`src/rtl/multdiv_controller_pkg.sv`:
```
// Shared constants, state encoding and retire payload for the execute-stage mult/div sequencer.
package multdiv_controller_pkg;

  localparam int unsigned XLEN   = 32;
  localparam int unsigned CNT_W  = 6;
  localparam int unsigned ALUOP_W = 5;
  localparam int unsigned REG_W  = 5;

  localparam logic [ALUOP_W-1:0] RTYPE_OPCODE = 5'b00000;
  localparam logic [ALUOP_W-1:0] MULT_ALUOP   = 5'b00110;
  localparam logic [ALUOP_W-1:0] DIV_ALUOP    = 5'b00111;

  localparam logic [XLEN-1:0] RSTATUS_MULT = 32'd4;
  localparam logic [XLEN-1:0] RSTATUS_DIV  = 32'd5;
  localparam logic [XLEN-1:0] RSTATUS_INSN = 32'h2F80_0000;
  localparam logic [XLEN-1:0] NOP_INSN     = 32'h0000_0000;

  localparam logic [CNT_W-1:0] TIMEOUT = 6'd40;

  typedef enum logic [2:0] {
    ST_IDLE  = 3'd0,
    ST_START = 3'd1,
    ST_WAIT  = 3'd2,
    ST_DONE  = 3'd3,
    ST_DRAIN = 3'd4
  } md_state_e;

  typedef struct packed {
    logic [XLEN-1:0] insn;
    logic [XLEN-1:0] data;
  } md_retire_t;

  // R-type with a MUL or DIV ALUop field.
  function automatic logic is_muldiv(input logic [ALUOP_W-1:0] opcode,
                                     input logic [ALUOP_W-1:0] aluop);
    return (opcode == RTYPE_OPCODE) && ((aluop == MULT_ALUOP) || (aluop == DIV_ALUOP));
  endfunction

endpackage

```
`src/rtl/md_timeout_counter.sv`:
```
// Cycle counter bounding how long the sequencer waits for the mult/div unit.
module md_timeout_counter
  import multdiv_controller_pkg::*;
(
  input  logic clock,
  input  logic reset,
  input  logic clear,
  input  logic enable,
  output logic tc_c
);

  logic [CNT_W-1:0] count_q;

  // Clear has priority so START always begins the wait from zero.
  always_ff @(posedge clock or negedge reset) begin
    if (!reset) begin
      count_q <= '0;
    end else if (clear) begin
      count_q <= '0;
    end else if (enable) begin
      count_q <= count_q + CNT_W'(1);
    end
  end

  always_comb begin
    tc_c = (count_q == TIMEOUT);
  end

endmodule

```
`src/rtl/multdiv_controller.sv`:
```
// Execute-stage sequencer for the shared iterative mult/div unit: start, wait, retire or drain.
module multdiv_controller
  import multdiv_controller_pkg::*;
(
  input  logic            clock,
  input  logic            reset,
  input  logic [XLEN-1:0] insnIn,
  input  logic [XLEN-1:0] rs,
  input  logic [XLEN-1:0] rt,
  input  logic            flush,
  input  logic [XLEN-1:0] md_result,
  input  logic            md_exception,
  input  logic            md_ready,
  output logic            ctrl_MULT,
  output logic            ctrl_DIV,
  output logic [XLEN-1:0] md_opA,
  output logic [XLEN-1:0] md_opB,
  output logic            stall,
  output logic            busy,
  output logic            out_valid,
  output logic [XLEN-1:0] insnOut,
  output logic [XLEN-1:0] dataOut
);

  md_state_e       state_q;
  md_state_e       state_d;
  logic [XLEN-1:0] insn_q;
  logic            detect_c;
  logic            accept_c;
  logic            cnt_clear_c;
  logic            cnt_en_c;
  logic            tc_c;
  logic            retire_c;
  logic            exc_c;
  md_retire_t      retire_d;

  md_timeout_counter u_timeout (
    .clock  (clock),
    .reset  (reset),
    .clear  (cnt_clear_c),
    .enable (cnt_en_c),
    .tc_c   (tc_c)
  );

  always_comb begin
    detect_c = is_muldiv(insnIn[31:27], insnIn[6:2]);
    accept_c = (state_q == ST_IDLE) && detect_c && !flush;
  end

  always_ff @(posedge clock or negedge reset) begin
    if (!reset) begin
      state_q <= ST_IDLE;
    end else begin
      state_q <= state_d;
    end
  end

  // Next state plus counter control and the retire decision.
  always_comb begin
    state_d     = state_q;
    cnt_clear_c = 1'b0;
    cnt_en_c    = 1'b0;
    retire_c    = 1'b0;
    exc_c       = 1'b0;
    case (state_q)
      ST_IDLE: begin
        if (accept_c) begin
          state_d = ST_START;
        end
      end
      ST_START: begin
        cnt_clear_c = 1'b1;
        state_d     = ST_WAIT;
      end
      ST_WAIT: begin
        cnt_en_c = 1'b1;
        if (flush) begin
          // A unit that finishes in the flush cycle has nothing left to drain.
          state_d = (md_ready || tc_c) ? ST_IDLE : ST_DRAIN;
        end else if (md_ready) begin
          state_d  = ST_DONE;
          retire_c = 1'b1;
          exc_c    = md_exception;
        end else if (tc_c) begin
          state_d  = ST_DONE;
          retire_c = 1'b1;
          exc_c    = 1'b1;
        end
      end
      ST_DONE: begin
        state_d = ST_IDLE;
      end
      ST_DRAIN: begin
        cnt_en_c = 1'b1;
        if (md_ready || tc_c) begin
          state_d = ST_IDLE;
        end
      end
      default: begin
        state_d = ST_IDLE;
      end
    endcase
  end

  // Retiring instruction/data; exceptions become a write of the rstatus code to $r30.
  always_comb begin
    retire_d.insn = insn_q;
    retire_d.data = md_result;
    if (exc_c) begin
      retire_d.insn = RSTATUS_INSN;
      retire_d.data = (insn_q[6:2] == DIV_ALUOP) ? RSTATUS_DIV : RSTATUS_MULT;
    end else if (insn_q[26:22] == REG_W'(0)) begin
      retire_d.data = '0;
    end
  end

  always_ff @(posedge clock or negedge reset) begin
    if (!reset) begin
      ctrl_MULT <= 1'b0;
      ctrl_DIV  <= 1'b0;
      busy      <= 1'b0;
      out_valid <= 1'b0;
      insnOut   <= NOP_INSN;
      dataOut   <= '0;
      insn_q    <= NOP_INSN;
      md_opA    <= '0;
      md_opB    <= '0;
    end else begin
      ctrl_MULT <= accept_c && (insnIn[6:2] == MULT_ALUOP);
      ctrl_DIV  <= accept_c && (insnIn[6:2] == DIV_ALUOP);
      busy      <= (state_d == ST_START) || (state_d == ST_WAIT) || (state_d == ST_DRAIN);
      out_valid <= retire_c;
      insnOut   <= retire_c ? retire_d.insn : NOP_INSN;
      dataOut   <= retire_c ? retire_d.data : '0;
      if (accept_c) begin
        insn_q <= insnIn;
        md_opA <= rs;
        md_opB <= rt;
      end
    end
  end

  // Stall must respond in the same cycle a MUL/DIV reaches execute.
  always_comb begin
    stall = reset && (accept_c
                      || (state_q == ST_START)
                      || (state_q == ST_WAIT)
                      || ((state_q == ST_DRAIN) && detect_c));
  end

endmodule

```
`config.mk`:
```
export PLATFORM = sky130hd
export DESIGN_NAME = multdiv_controller
export DESIGN_NICKNAME = d
export VERILOG_FILES = /design/src/rtl/multdiv_controller_pkg.sv /design/src/rtl/md_timeout_counter.sv /design/src/rtl/multdiv_controller.sv
export SDC_FILE = /design/constraint.sdc
export NUM_CORES = 1
export LEC_CHECK = 0
export ABC_AREA = 1
export BUFFER_PORTS_ARGS = -buffer_cell sky130_fd_sc_hd__clkbuf_2
export CAP_MARGIN = 25
export CORE_MARGIN = 2
export CORE_UTILIZATION = 40
export CTS_BUF_LIST = sky130_fd_sc_hd__clkbuf_4
export DETAILED_ROUTE_END_ITERATION = 8
export HOLD_SLACK_MARGIN = 0.15
export PLACE_DENSITY = 0.77
export SYNTH_ARGS = -nofsm -noshare
export SYNTH_HDL_FRONTEND = slang
export SYNTH_SLANG_ARGS = --single-unit
```
`constraint.sdc`:
```
create_clock -name clock -period 1.9 [get_ports clock]
set_input_delay 0.095 -clock clock [delete_from_list [all_inputs] [get_ports clock]]
set_output_delay 0.095 -clock clock [all_outputs]
set_load 0.005 [all_outputs]
```
Yosys cells after proc, flatten, opt, wreduce, memory -nomap -nowiden
Index checks and enable logic that the tools add are counted.
- add/sub/neg operators: 1
- eq/ne operators: 10
- mux-type cells: 24
- reduce and logical (&&, ||, !) cells: 20
- operators with widths (cell ; count):
    2-to-1 mux 32 bit ; 5
    2-to-1 mux 3 bit ; 6
    equality test 5 x 3 -> 1 bit, second input constant ; 3
    2-to-1 mux 6 bit ; 2
    one-hot mux 3 bit (4 select lines) ; 1
    zero test 5 bit ; 2
    2-to-1 mux 1 bit ; 10
    logical AND 1 bit ; 7
    logical OR 1 bit ; 7
    adder 6 x 1 -> 6 bit, second input constant ; 1
    equality test 3 x 1 -> 1 bit, second input constant ; 2
    equality test 3 x 2 -> 1 bit, second input constant ; 2
    equality test 3 bit, second input constant ; 2
    equality test 6 bit, second input constant ; 1
    zero test 3 bit ; 1
    nonzero test 2 bit ; 1
    OR reduction 2 bit ; 1
    zero test 1 bit ; 1
- bits in registers: 173
- input bits: 133
- word-level logic and storage cells: 66

Longest topological paths before layout
Gate-level depths: netlist of the first run.
- word-level depth: 10
- mapped depth: 10
- depth with buffers taken out: 9

Cells and area by module
A second synthesis of the first run with hierarchy kept.
- cell total of the unflattened synthesis: 677
- area, all modules: 6443.7 um2
- by module, submodules not included (module ; times used ; cells each ; area an instance (um2) ; sequential area each (um2)):
    multdiv_controller ; 1 ; 631 ; 6090.8 ; 4179.0
    md_timeout_counter ; 1 ; 46 ; 352.8 ; 150.1

Worst setup path before layout of the first run
OpenSTA, ideal clock, no wires.
- kind: reg-to-reg
- start: register u_timeout.count_q[0]
- end: register state_q[0]
- arrival time: 1.320 ns
- required time: 1.766 ns
- setup slack: 0.446 ns
- stages on the path, launching flop included: 11
- path buffers: 2
- path through: dfrtp_1 -> inv_1 -> ha_1 -> nand2_1 -> inv_1 -> nand3_1 -> nand2_1 -> nand2_1 -> buf_2 -> buf_2 -> nand2_1
- word-level cells in the longest chain between the ends: 5
- elaborated cells between the ends (all ways): 7
- those cells by class: eq/ne: 1; mux: 5; reduce/logical: 1
- RTL lines (item ; line ; source):
    from (decl) ; md_timeout_counter.sv:12 ; logic [CNT_W-1:0] count_q;
    from (signal assigned) ; md_timeout_counter.sv:21 ; count_q <= count_q + CNT_W'(1);
    equality test 6 bit * ; md_timeout_counter.sv:26 ; tc_c = (count_q == TIMEOUT);
    2-to-1 mux 3 bit ; multdiv_controller.sv:84 ; end else if (tc_c) begin
    2-to-1 mux 3 bit ; multdiv_controller.sv:80 ; end else if (md_ready) begin
    2-to-1 mux 3 bit ; multdiv_controller.sv:77 ; if (flush) begin
    one-hot mux 3 bit (4 select lines) * ; multdiv_controller.sv:65 ; case (state_q)
    net state_d[0] ; multdiv_controller.sv:26 ; md_state_e state_d;
    to (signal assigned) ; multdiv_controller.sv:54 ; state_q <= state_d;
    to (decl) ; multdiv_controller.sv:25 ; md_state_e state_q;
The timed path passes the listed nets; every way through them passes the cells marked *.
A chain may end at the register's enable or synchronous reset.

Worst setup path in the final report of the first run
- start: input insnIn[28]
- end: register busy
- word-level cells in the longest chain between the ends: 9
- elaborated cells between the ends (all ways): 11
- those cells by class: eq/ne: 3; mux: 2; reduce/logical: 6
- RTL lines (item ; line ; source):
    from (decl) ; multdiv_controller.sv:7 ; input logic [XLEN-1:0] insnIn,
    zero test 5 bit * ; multdiv_controller_pkg.sv:36 ; return (opcode == RTYPE_OPCODE) && ((aluop == MULT_ALUOP) || (aluop == DIV_ALUOP));
    logical AND 1 bit * ; multdiv_controller_pkg.sv:36 ;
    logical AND 1 bit * (2 in series) ; multdiv_controller.sv:47 ; accept_c = (state_q == ST_IDLE) && detect_c && !flush;
    2-to-1 mux 3 bit * ; multdiv_controller.sv:67 ; if (accept_c) begin
    one-hot mux 3 bit (4 select lines) * ; multdiv_controller.sv:65 ;
    equality test 3 x 1 -> 1 bit or equality test 3 x 2 -> 1 bit (tied branches) ; multdiv_controller.sv:131 ; busy <= (state_d == ST_START) || (state_d == ST_WAIT) || (state_d == ST_DRAIN);
    logical OR 1 bit ; multdiv_controller.sv:131 ;
    logical OR 1 bit * ; multdiv_controller.sv:131 ;
    to (signal assigned) ; multdiv_controller.sv:131 ;
    to (decl) ; multdiv_controller.sv:19 ; output logic busy,
Mark *: on every way between the ends. The rest lies on a longest branch, timed or not.

==> results of run 1 <==
==> layer usage <==
layer	up-vias	part of all wire [%]
met1	2797	40
li1	2908	-
met5	-	0
met2	279	49
met4	0	2.4
met3	35	8.1
==> cell families (layout without fill, tap and decap cells) <==
group                    Yosys count  after routing
adder cells (fa/ha/maj)            2              2
AO/OA/AOI/OAI                     19             19
other                              0              1
XOR/XNOR                           1              1
flip-flops                       173            173
AND/OR/NAND/NOR                  431            431
buffers and inverters             70            483
==> worst max-delay path by stage <==
stage,end,slack [ns],depth (start not counted)
floorplan,state_q[0]$_DFF_PN0_,0.45,10
global placement,md_opA[9]$_DFFE_PN0P_,0.33,8
detailed placement,dataOut[11]$_DFF_PN0_,0.28,6
CTS,ctrl_DIV$_DFF_PN0_,0.0008,7
global route,stall,-0.0009,6
finish,busy$_DFF_PN0_,0.08,9
==> synthesized netlist by cell type <==
library cell and count:
inv_2 4, dfrtp_1 173, buf_6 4, nand2_2 1
clkinv_1 1, clkbuf_1 10, nor2_2 2, ha_1 2
nor2_1 76, nand2_1 323, a21oi_1 10, buf_4 1
nand3_1 11, buf_2 16, nor3_1 13, inv_1 34
o21ai_0 8, nand4_1 5, o21bai_1 1, xor2_1 1
==> power groups by stage <==
| stage | Combinational [mW] | Clock, mW | Sequential [mW] |
|---|---|---|---|
| final | 0.683 | 1.83 | 3.82 |
| after global routing | 0.770 | 2.06 | 3.83 |
| after CTS | 0.676 | 1.90 | 3.82 |
| after detailed placement | 0.456 | 0 | 3.89 |
| after global placement | 0.443 | 0 | 3.88 |
| after floorplan | 0.152 | 0 | 3.88 |
==> flip-flops by register name (all words and copies together), names as in the netlist <==
register / cells
u_timeout.count_q: 6
out_valid: 1
state_q: 3
busy: 1
dataOut: 32
insnOut: 32
md_opA: 32
ctrl_MULT: 1
md_opB: 32
insn_q: 32
ctrl_DIV: 1
==> layout make-up <==
| type | instances | area [um2] | area share, % |
|---|---|---|---|
| diodes | 1 | 2.50 | 0.0259 |
| inverters | 39 | 149 | 1.54 |
| well taps | 216 | 270 | 2.80 |
| clock buffers | 17 | 128 | 1.32 |
| flip-flops and latches | 173 | 4330 | 44.8 |
| repair buffers | 415 | 2870 | 29.7 |
| multi-input cells | 453 | 1820 | 18.8 |
| clock inverters | 12 | 101 | 1.05 |
==> timing repair <==
item                                    in CTS  in global routing
endpoints found under the hold margin      338                  0
endpoints found under the setup margin       0                  9
setup buffers                                0                  0
resized for setup                            0                  6
hold buffers                               140                  0
==> stage by stage <==
step / area (um2) / worst slack (ns) / TNS, ns / utilization, % / std cells
6_report: 9670 / 0.0798 / 0 / 61.1 / 1326
5_1_grt: 9670 / -0.000935 / -0.000935 / 61.1 / 1326
4_1_cts: 9660 / 0.000803 / 0 / 61.0 / 1326
3_5_place_dp: 8030 / 0.278 / 0 / 50.7 / 1157
3_3_place_gp: 8030 / 0.327 / 0 / 50.7 / 1157
2_1_floorplan: 6440 / 0.446 / 0 / - / 696
==> worst min-delay path, stage by stage <==
cell and delay (ns):
clkbuf_2 0.08, inv_1 0.06, nor2_1 0.04, nand2_1 0.06, nor2_2 0.06, nand2_4 0.09
inv_4 0.09, nor2_1 0.09
==> impl_metrics.yaml, run 1 <==
route:
  routed_wl_mm: 18.4
  firstDrtPassIters: 4
  wl_per_cell_um: 13.9
  via_count: 6019
  viasPerCell: 4.54
  drt_iter0_markers: 343
  postRouteAntennaNets: 0
  drc: 0
logic_synthesis:
  synthXorXnorAreaFrac_pct: 0.136
  synth.area.top_cells: "dfrtp_1 67%, nand2_1 19%, nor2_1 4.4%, inv_1 2.0%, buf_2 1.2%"
  synth_cells: 696
  synth.net_count: 831
  synthMuxAreaShare_pct: 0
  syn-cell-area_um2: 6440
  ys_ff_latch: 173
  synth_top_area_share_pct: 67.2
  yosysTopAreaCell: "dfrtp_1"
  synth.distinct_cells: 20
  yosysWarningCount: 0
  synth-adder-area-share_pct: 0.388
  synth_top_family_by_area: "simple AND/OR/NAND/NOR gates"
  synth-seq-area-share_pct: 67.2
  syn_area_per_cell_um2: 9.26
  yosys.area_share.simple_pct: 25.9
  synth_compound_area_share_pct: 1.51
power:
  power.internal_mw: 4.76
  p_sw_mw: 1.58
  combPwrFrac_pct: 10.8
  power_frac_clock_pct: 28.9
  power.density_nw_per_um2: 656
  power_mw: 6.34
  swShare_pct: 24.9
  vdd_drop_max_v: 0.000370
  p_seq_share_pct: 60.3
  p_leak_nw: 5.49
grt:
  grt.met1_usage_pct: 25.6
  grt_max_degree: 86
  grtUsageMet3_pct: 6.68
  grt.overflow.total: 0
  busiest_layer: "met2"
  antenna_found_initial: 1
  grt_pass1_wl_mm: 28.6
  grt_pass1_vias: 5966
  track_usage_pct: 21.8
  use_met2_pct: 37.5
setup_path:
  crit_top_cell: "dlygate4sd3_1"
  critPathSlowestCell: "dlygate4sd3_1"
  crit_start: "insnIn[28]"
  reg2reg_depth: 8
  cp.required_ns: 2.39
  critPathCaptureType: "flip-flop"
  crit_family: "buffers and inverters"
  reg2reg_setup_slack_ns: 0.11
  max_stage_delay_ns: 0.57
  cp.buffers_inverters: 4
  start_kind: "primary input"
  path_cells: "dlygate4sd3_1, clkbuf_2, nor2_1, nand2_1, nor2_1, dlygate4sd3_1, nand4_1, dlygate4sd3_1, nand3_1"
  crit_type: "in2reg"
  path_max_fanout: 2
  r2r_end: "insn_q[1]$_DFFE_PN0P_"
  reg2reg_from: "state_q[2]$_DFF_PN0_"
  arrival_ns: 2.31
floorplanning:
  initial_core_util_pct: 40.7
  io_pins: 266
  core-area_um2: 15800
  die_h_um: 131
  row_count: 46
  die_w_um: 131
  dieArea_um2: 17100
clocking:
  root_buffer: "clkbuf_4"
  clock_latency_ns: 0.57
  cts_tree: "built"
  cts_max_level: 4
  numCtsBuffers: 17
  cts_num_sinks: 173
  clkTransAtPathRegs_ns: 0.12
  clk_path_buf_depth: 2
sta:
  slew_viol_final: 0
  worst_slew_pin_slew_ns: 0.900
  finalHoldViolCount: 0
  finClkSkew_ns: 0.0297
  fin_crit_sh_pct: 95.8
  min_period_ns: 1.82
  max_slew_margin_pct: 39.8
  fmax_mhz: 549
  setup_violations: 0
  holdWs_ns: 0.151
cells_and_area:
  final_nets: 1234
  area_delta_synth_final_pct: 50.0
  drive_gt1_share_pct: 28.1
  layout_common_cells: "322 x nand2_1, 264 x clkbuf_2, 173 x dfrtp_1"
  nFillCells: 1245
  layout_commonest_cell: "nand2_1"
status:
  status: "completed"
placed_design:
  gp_congestion: 0.817
  dp_hpwl_mm: 11.0
  portBuffers: 265
run:
  cap_violations: 0
hold_path:
  whs_path_depth: 8
  min_path_type: "in2reg"
  hold_end: "insn_q[30]$_DFFE_PN0P_"
  hold_start: "insnIn[4]"
No activity file was read; power rests on OpenSTA's default activity.
==> run 2: changes to the inputs <==
GPL_TIMING_DRIVEN = 0   (was unset)
==> run 2 against run 1 <==
  * Clock-buffer cell count increased by 4
  * Critical path depth decreased by 2
  * Sequential share of layout area decreased by 0.11 points
  * Via count about the same
  * Routed wire length increased by 2.5%
  * Cell area increased by 0.25%
  * Core utilization increased by 0.15 points
  * Die area unchanged
  * Fmax increased by 4.2%
  * Clock skew decreased by 0.016 ns
  * Worst hold slack got worse by 0.033 ns
  * First-iteration DRC count increased by 1.5%
  * Largest cell class unchanged
  * Largest power group unchanged
  * Highest routed layer unchanged
==> impl_metrics.yaml, run 2 (same netlist as run 1, synthesis figures left out) <==
status:
  status: "completed"
power:
  power.internal_mw: 4.83
  p_sw_mw: 1.59
  p_leak_nw: 5.53
  power_frac_clock_pct: 30.0
  swShare_pct: 24.8
  power.density_nw_per_um2: 663
  vdd_drop_max_v: 0.000364
  combPwrFrac_pct: 10.5
  p_seq_share_pct: 59.5
route:
  drc: 0
  drt_iter0_markers: 348
  postRouteAntennaNets: 0
  firstDrtPassIters: 5
  via_count: 6020
  routed_wl_mm: 18.9
  wl_per_cell_um: 14.1
  viasPerCell: 4.48
cells_and_area:
  nFillCells: 1223
  final_nets: 1249
  layout_commonest_cell: "nand2_1"
  drive_gt1_share_pct: 29.5
  register_area_um2: 4330
  fin_area_um2: 9690
  multi_input_area_um2: 1820
  area_delta_synth_final_pct: 50.3
  layout_common_cells: "322 x nand2_1, 264 x clkbuf_2, 173 x dfrtp_1"
floorplanning:
  initial_core_util_pct: 40.7
  core-area_um2: 15800
  die_h_um: 131
  die_w_um: 131
  row_count: 46
  dieArea_um2: 17100
  io_pins: 266
sta:
  max_slew_margin_pct: 59.2
  setup_violations: 0
  worst_slew_pin_slew_ns: 0.609
  finalHoldViolCount: 0
  worst_slack_ns: 0.153
  rsz0062_at_grt: "no"
  fmax_mhz: 573
  min_period_ns: 1.75
  fin_setup_tns_ns: 0
  finClkSkew_ns: 0.0138
  fin_crit_sh_pct: 91.9
  holdWs_ns: 0.117
  slew_viol_final: 0
clocking:
  numCtsBuffers: 17
  cts_max_level: 4
  clkTransAtPathRegs_ns: 0.14
  cts_tree: "built"
  root_buffer: "clkbuf_4"
  clock_latency_ns: 0.55
  cts_num_sinks: 173
  clk_path_buf_depth: 2
hold_path:
  min_path_type: "in2async"
setup_path:
  critPathCaptureType: "flip-flop"
  arrival_ns: 2.19
  cp.required_ns: 2.35
  start_kind: "flip-flop"
  path_max_fanout: 4
  crit_type: "reg2reg"
placed_design:
  gp_congestion: 0.799
  detailed_place.area_um2: 8080
  portBuffers: 265
  dp_hpwl_mm: 11.8
  pre_cts_ws_ns: 0.0353
grt:
  grt_pass1_wl_mm: 28.8
  antenna_found_initial: 1
  track_usage_pct: 22.0
  grt_pass1_vias: 5855
  grt_max_degree: 93
  grt.overflow.total: 0
run:
  cap_violations: 0
==> run 2: cell types whose count changed in the layout (fill, tap and decap cells not counted), moves of 2 or more <==
cell,before,now
dlygate4sd3_1,139,130
clkinvlp_4,1,3
buf_2,0,12
buf_6,1,4
clkinv_1,5,3
clkbuf_1,0,10
buf_12,5,0
inv_2,3,5
clkbuf_4,17,24
==> run 2: final timing paths <==
path	from	to	slack, ns	cells after the start
min in group clock	rt[0]	md_opB[0]$_DFFE_PN0P_	0.26	4
setup reg to reg	insn_q[22]$_DFFE_PN0P_	dataOut[0]$_DFF_PN0_	0.15	7
max in group asynchronous	reset	u_timeout.count_q[5]$_DFFE_PN0P_	0.39	3
hold / removal	reset	md_opB[31]$_DFFE_PN0P_	0.12	2
setup / recovery	insn_q[22]$_DFFE_PN0P_	dataOut[0]$_DFF_PN0_	0.15	7
hold reg to reg	insn_q[4]$_DFFE_PN0P_	insn_q[4]$_DFFE_PN0P_	0.49	2
==> run 2: stage by stage <==
step                cells  power, mW  utilization, %
finish               1344       6.42            61.2
global route         1344       6.73            61.2
CTS                  1339       6.48            60.8
detailed placement   1178       4.33            51.0
global placement     1177       4.31            50.8
floorplan             696       4.03               -
==> run 2: routing by layer <==
metal  up-vias  track usage, %  share of wire, %
met5         -               0                 0
met4         0            9.51               2.6
met3        38            5.42               6.8
met2       257            36.9                49
met1      2792            27.2                42
li1       2933               -                 -
==> run 2: timing repair <==
action                                  in CTS  in global routing
endpoints found under the setup margin       0                 33
gates resized for setup                      0                 13
hold endpoints to repair                   319                 12
hold buffers                               129                  1
buffers inserted                             0                  3
==> run 2: power by group through the flow <==
stage	clock (mW)	combinational [mW]	sequential (mW)
floorplan	0	0.152	3.88
global placement	0	0.430	3.88
detailed placement	0	0.448	3.88
CTS	2.01	0.655	3.82
global route	2.15	0.753	3.83
finish	1.93	0.674	3.82
==> run 2: layout make-up <==
| class | count | share of cell area, % |
|---|---|---|
| plain buffers | 31 | 1.86 |
| well taps | 216 | 2.79 |
| repair buffers | 399 | 27.7 |
| clock inverters | 11 | 0.994 |
| inverters | 39 | 1.55 |
| flip-flops and latches | 173 | 44.7 |
| multi-input cells | 453 | 18.7 |
| clock buffers | 21 | 1.63 |
| diodes | 1 | 0.0258 |
==> run 2: worst max-delay path, stage by stage (launching register included) <==
cell and delay [ns]:
dfrtp_1 0.43, nor2_2 0.13, nand4_1 0.21, nand2_1 0.15
inv_2 0.06, nand2_1 0.05, dlygate4sd3_1 0.55, a21oi_1 0.06
==> run 3: changes to the inputs <==
CTS_BUF_LIST = unset   (was sky130_fd_sc_hd__clkbuf_4)
TNS_END_PERCENT = 50   (was unset)
clock period = 2 ns   (was 1.9 ns; I/O delays follow)
==> run 3 against run 2 <==
  * Flip-flop and latch count unchanged
  * Clock skew decreased by 0.0024 ns
  * Routed wire length up 1.6%
  * Sequential power shrank 5%
  * Via count grew 0.48%
  * Cell area increased by 2.4%
  * Power increased by 16%
  * Critical path depth did not move
  * Clock power up 64%
  * Largest cell class unchanged
==> impl_metrics.yaml, run 3 (same netlist as run 1, synthesis figures left out) <==
setup_path:
  max_stage_delay_ns: 0.56
  path_max_fanout: 2
  path_cells: "dlygate4sd3_1, clkbuf_2, nor3_1, dlygate4sd3_1, nand4_1, dlygate4sd3_1, nand3_1"
  critPathCaptureType: "flip-flop"
  cp.required_ns: 2.35
  crit_type: "in2reg"
  critPathSlowestCell: "dlygate4sd3_1"
  arrival_ns: 2.18
  crit_top_cell: "dlygate4sd3_1"
  start_kind: "primary input"
route:
  wl_per_cell_um: 14.4
  drc: 0
  viasPerCell: 4.52
  via_count: 6049
  firstDrtPassIters: 5
  routed_wl_mm: 19.2
  postRouteAntennaNets: 0
  drt_iter0_markers: 414
sta:
  fin_crit_sh_pct: 91.6
  max_slew_margin_pct: 54.8
  finalHoldViolCount: 0
  rsz0062_at_grt: "no"
  setup_violations: 0
  finClkSkew_ns: 0.0114
  slew_viol_final: 0
  min_period_ns: 1.83
  worst_slew_pin_slew_ns: 0.678
  worst_slack_ns: 0.168
  holdWs_ns: 0.263
  fmax_mhz: 546
clocking:
  cts_num_sinks: 173
  clkTransAtPathRegs_ns: 0.06
  root_buffer: "clkbuf_16"
  clock_latency_ns: 0.42
  cts_max_level: 4
  clk_path_buf_depth: 2
  numCtsBuffers: 17
  cts_tree: "built"
grt:
  antenna_found_initial: 0
  grt_pass1_vias: 5933
  track_usage_pct: 22.4
  grt_pass1_wl_mm: 29.2
  grt_max_degree: 93
  grt.overflow.total: 0
placed_design:
  gp_congestion: 0.799
  portBuffers: 265
  detailed_place.area_um2: 8080
  dp_hpwl_mm: 11.8
  pre_cts_ws_ns: 0.135
cells_and_area:
  fin_area_um2: 9920
  layout_common_cells: "323 x nand2_1, 264 x clkbuf_2, 173 x dfrtp_1"
  area_delta_synth_final_pct: 53.9
  antenna_cells: 0
  drive_gt1_share_pct: 28.7
  final_nets: 1243
  layout_commonest_cell: "nand2_1"
  nFillCells: 1189
floorplanning:
  dieArea_um2: 17100
  io_pins: 266
  die_h_um: 131
  row_count: 46
  core-area_um2: 15800
  initial_core_util_pct: 40.7
  die_w_um: 131
run:
  cap_violations: 0
power:
  p_leak_nw: 5.63
  power.density_nw_per_um2: 748
  vdd_drop_max_v: 0.000562
hold_path:
  min_path_type: "in2async"
status:
  status: "completed"
run 3: critical path, delay by kind of cell:
kind,cells,cell delay [ns]
buffers and inverters,4,1.76
AND/OR/NAND/NOR,3,0.32
run 3: final timing paths:
kind,start,endpoint,slack [ns],depth (start not counted)
min reg2reg,insn_q[4]$_DFFE_PN0P_,insn_q[4]$_DFFE_PN0P_,0.47,2
max in group asynchronous,reset,insn_q[24]$_DFFE_PN0P_,0.86,3
min in group clock,rt[0],md_opB[0]$_DFFE_PN0P_,0.41,4
max,insnIn[5],busy$_DFF_PN0_,0.17,7
max reg2reg,u_timeout.count_q[0]$_DFFE_PN0P_,insnOut[2]$_DFF_PN0_,0.19,10
min,reset,dataOut[21]$_DFF_PN0_,0.26,2
run 3: area by class of cell:
| class | count | area (um2) | share of cell area (%) |
|---|---|---|---|
| Inverter | 39 | 146 | 1.48 |
| Tap cell | 216 | 270 | 2.72 |
| Buffer | 31 | 175 | 1.77 |
| Clock inverter | 8 | 85.1 | 0.858 |
| Timing Repair Buffer | 393 | 2630 | 26.5 |
| Sequential cell | 173 | 4330 | 43.6 |
| Clock buffer | 24 | 482 | 4.86 |
| Multi-Input combinational cell | 453 | 1800 | 18.1 |
run 3: what timing repair did:
item | in CTS | in global routing
hold buffers | 127 | 0
hold endpoints to repair | 209 | 0
setup buffers | 0 | 0
gates resized for setup | 0 | 2
endpoints found under the setup margin | 0 | 8
run 3: stage by stage:
stage          setup TNS [ns]  power (mW)  util (%)  cells
2_1_floorplan               0        3.83         -    696
3_3_place_gp          -393.83        4.10      50.8   1177
3_5_place_dp                0        4.12      51.0   1178
4_1_cts                     0        7.47      62.6   1337
5_1_grt                     0        7.73      62.7   1337
6_report                    0        7.42      62.7   1337
run 3: metal layers:
| metal | vias to the layer above | global-route usage, % | share of wire (%) |
|---|---|---|---|
| met3 | 32 | 6.23 | 6.9 |
| met4 | 0 | 8.70 | 2.0 |
| met1 | 2814 | 27.6 | 41 |
| met5 | - | 0 | 0 |
| li1 | 2921 | - | - |
| met2 | 282 | 37.7 | 50 |
run 3: where the power goes:
group          leakage [nW]  switching, mW  total (mW)  internal [mW]
registers              2.35         0.0518        3.63           3.58
logic                  3.02          0.292       0.633          0.342
clock network         0.271           1.34        3.16           1.82
total                  5.63           1.68        7.42           5.74
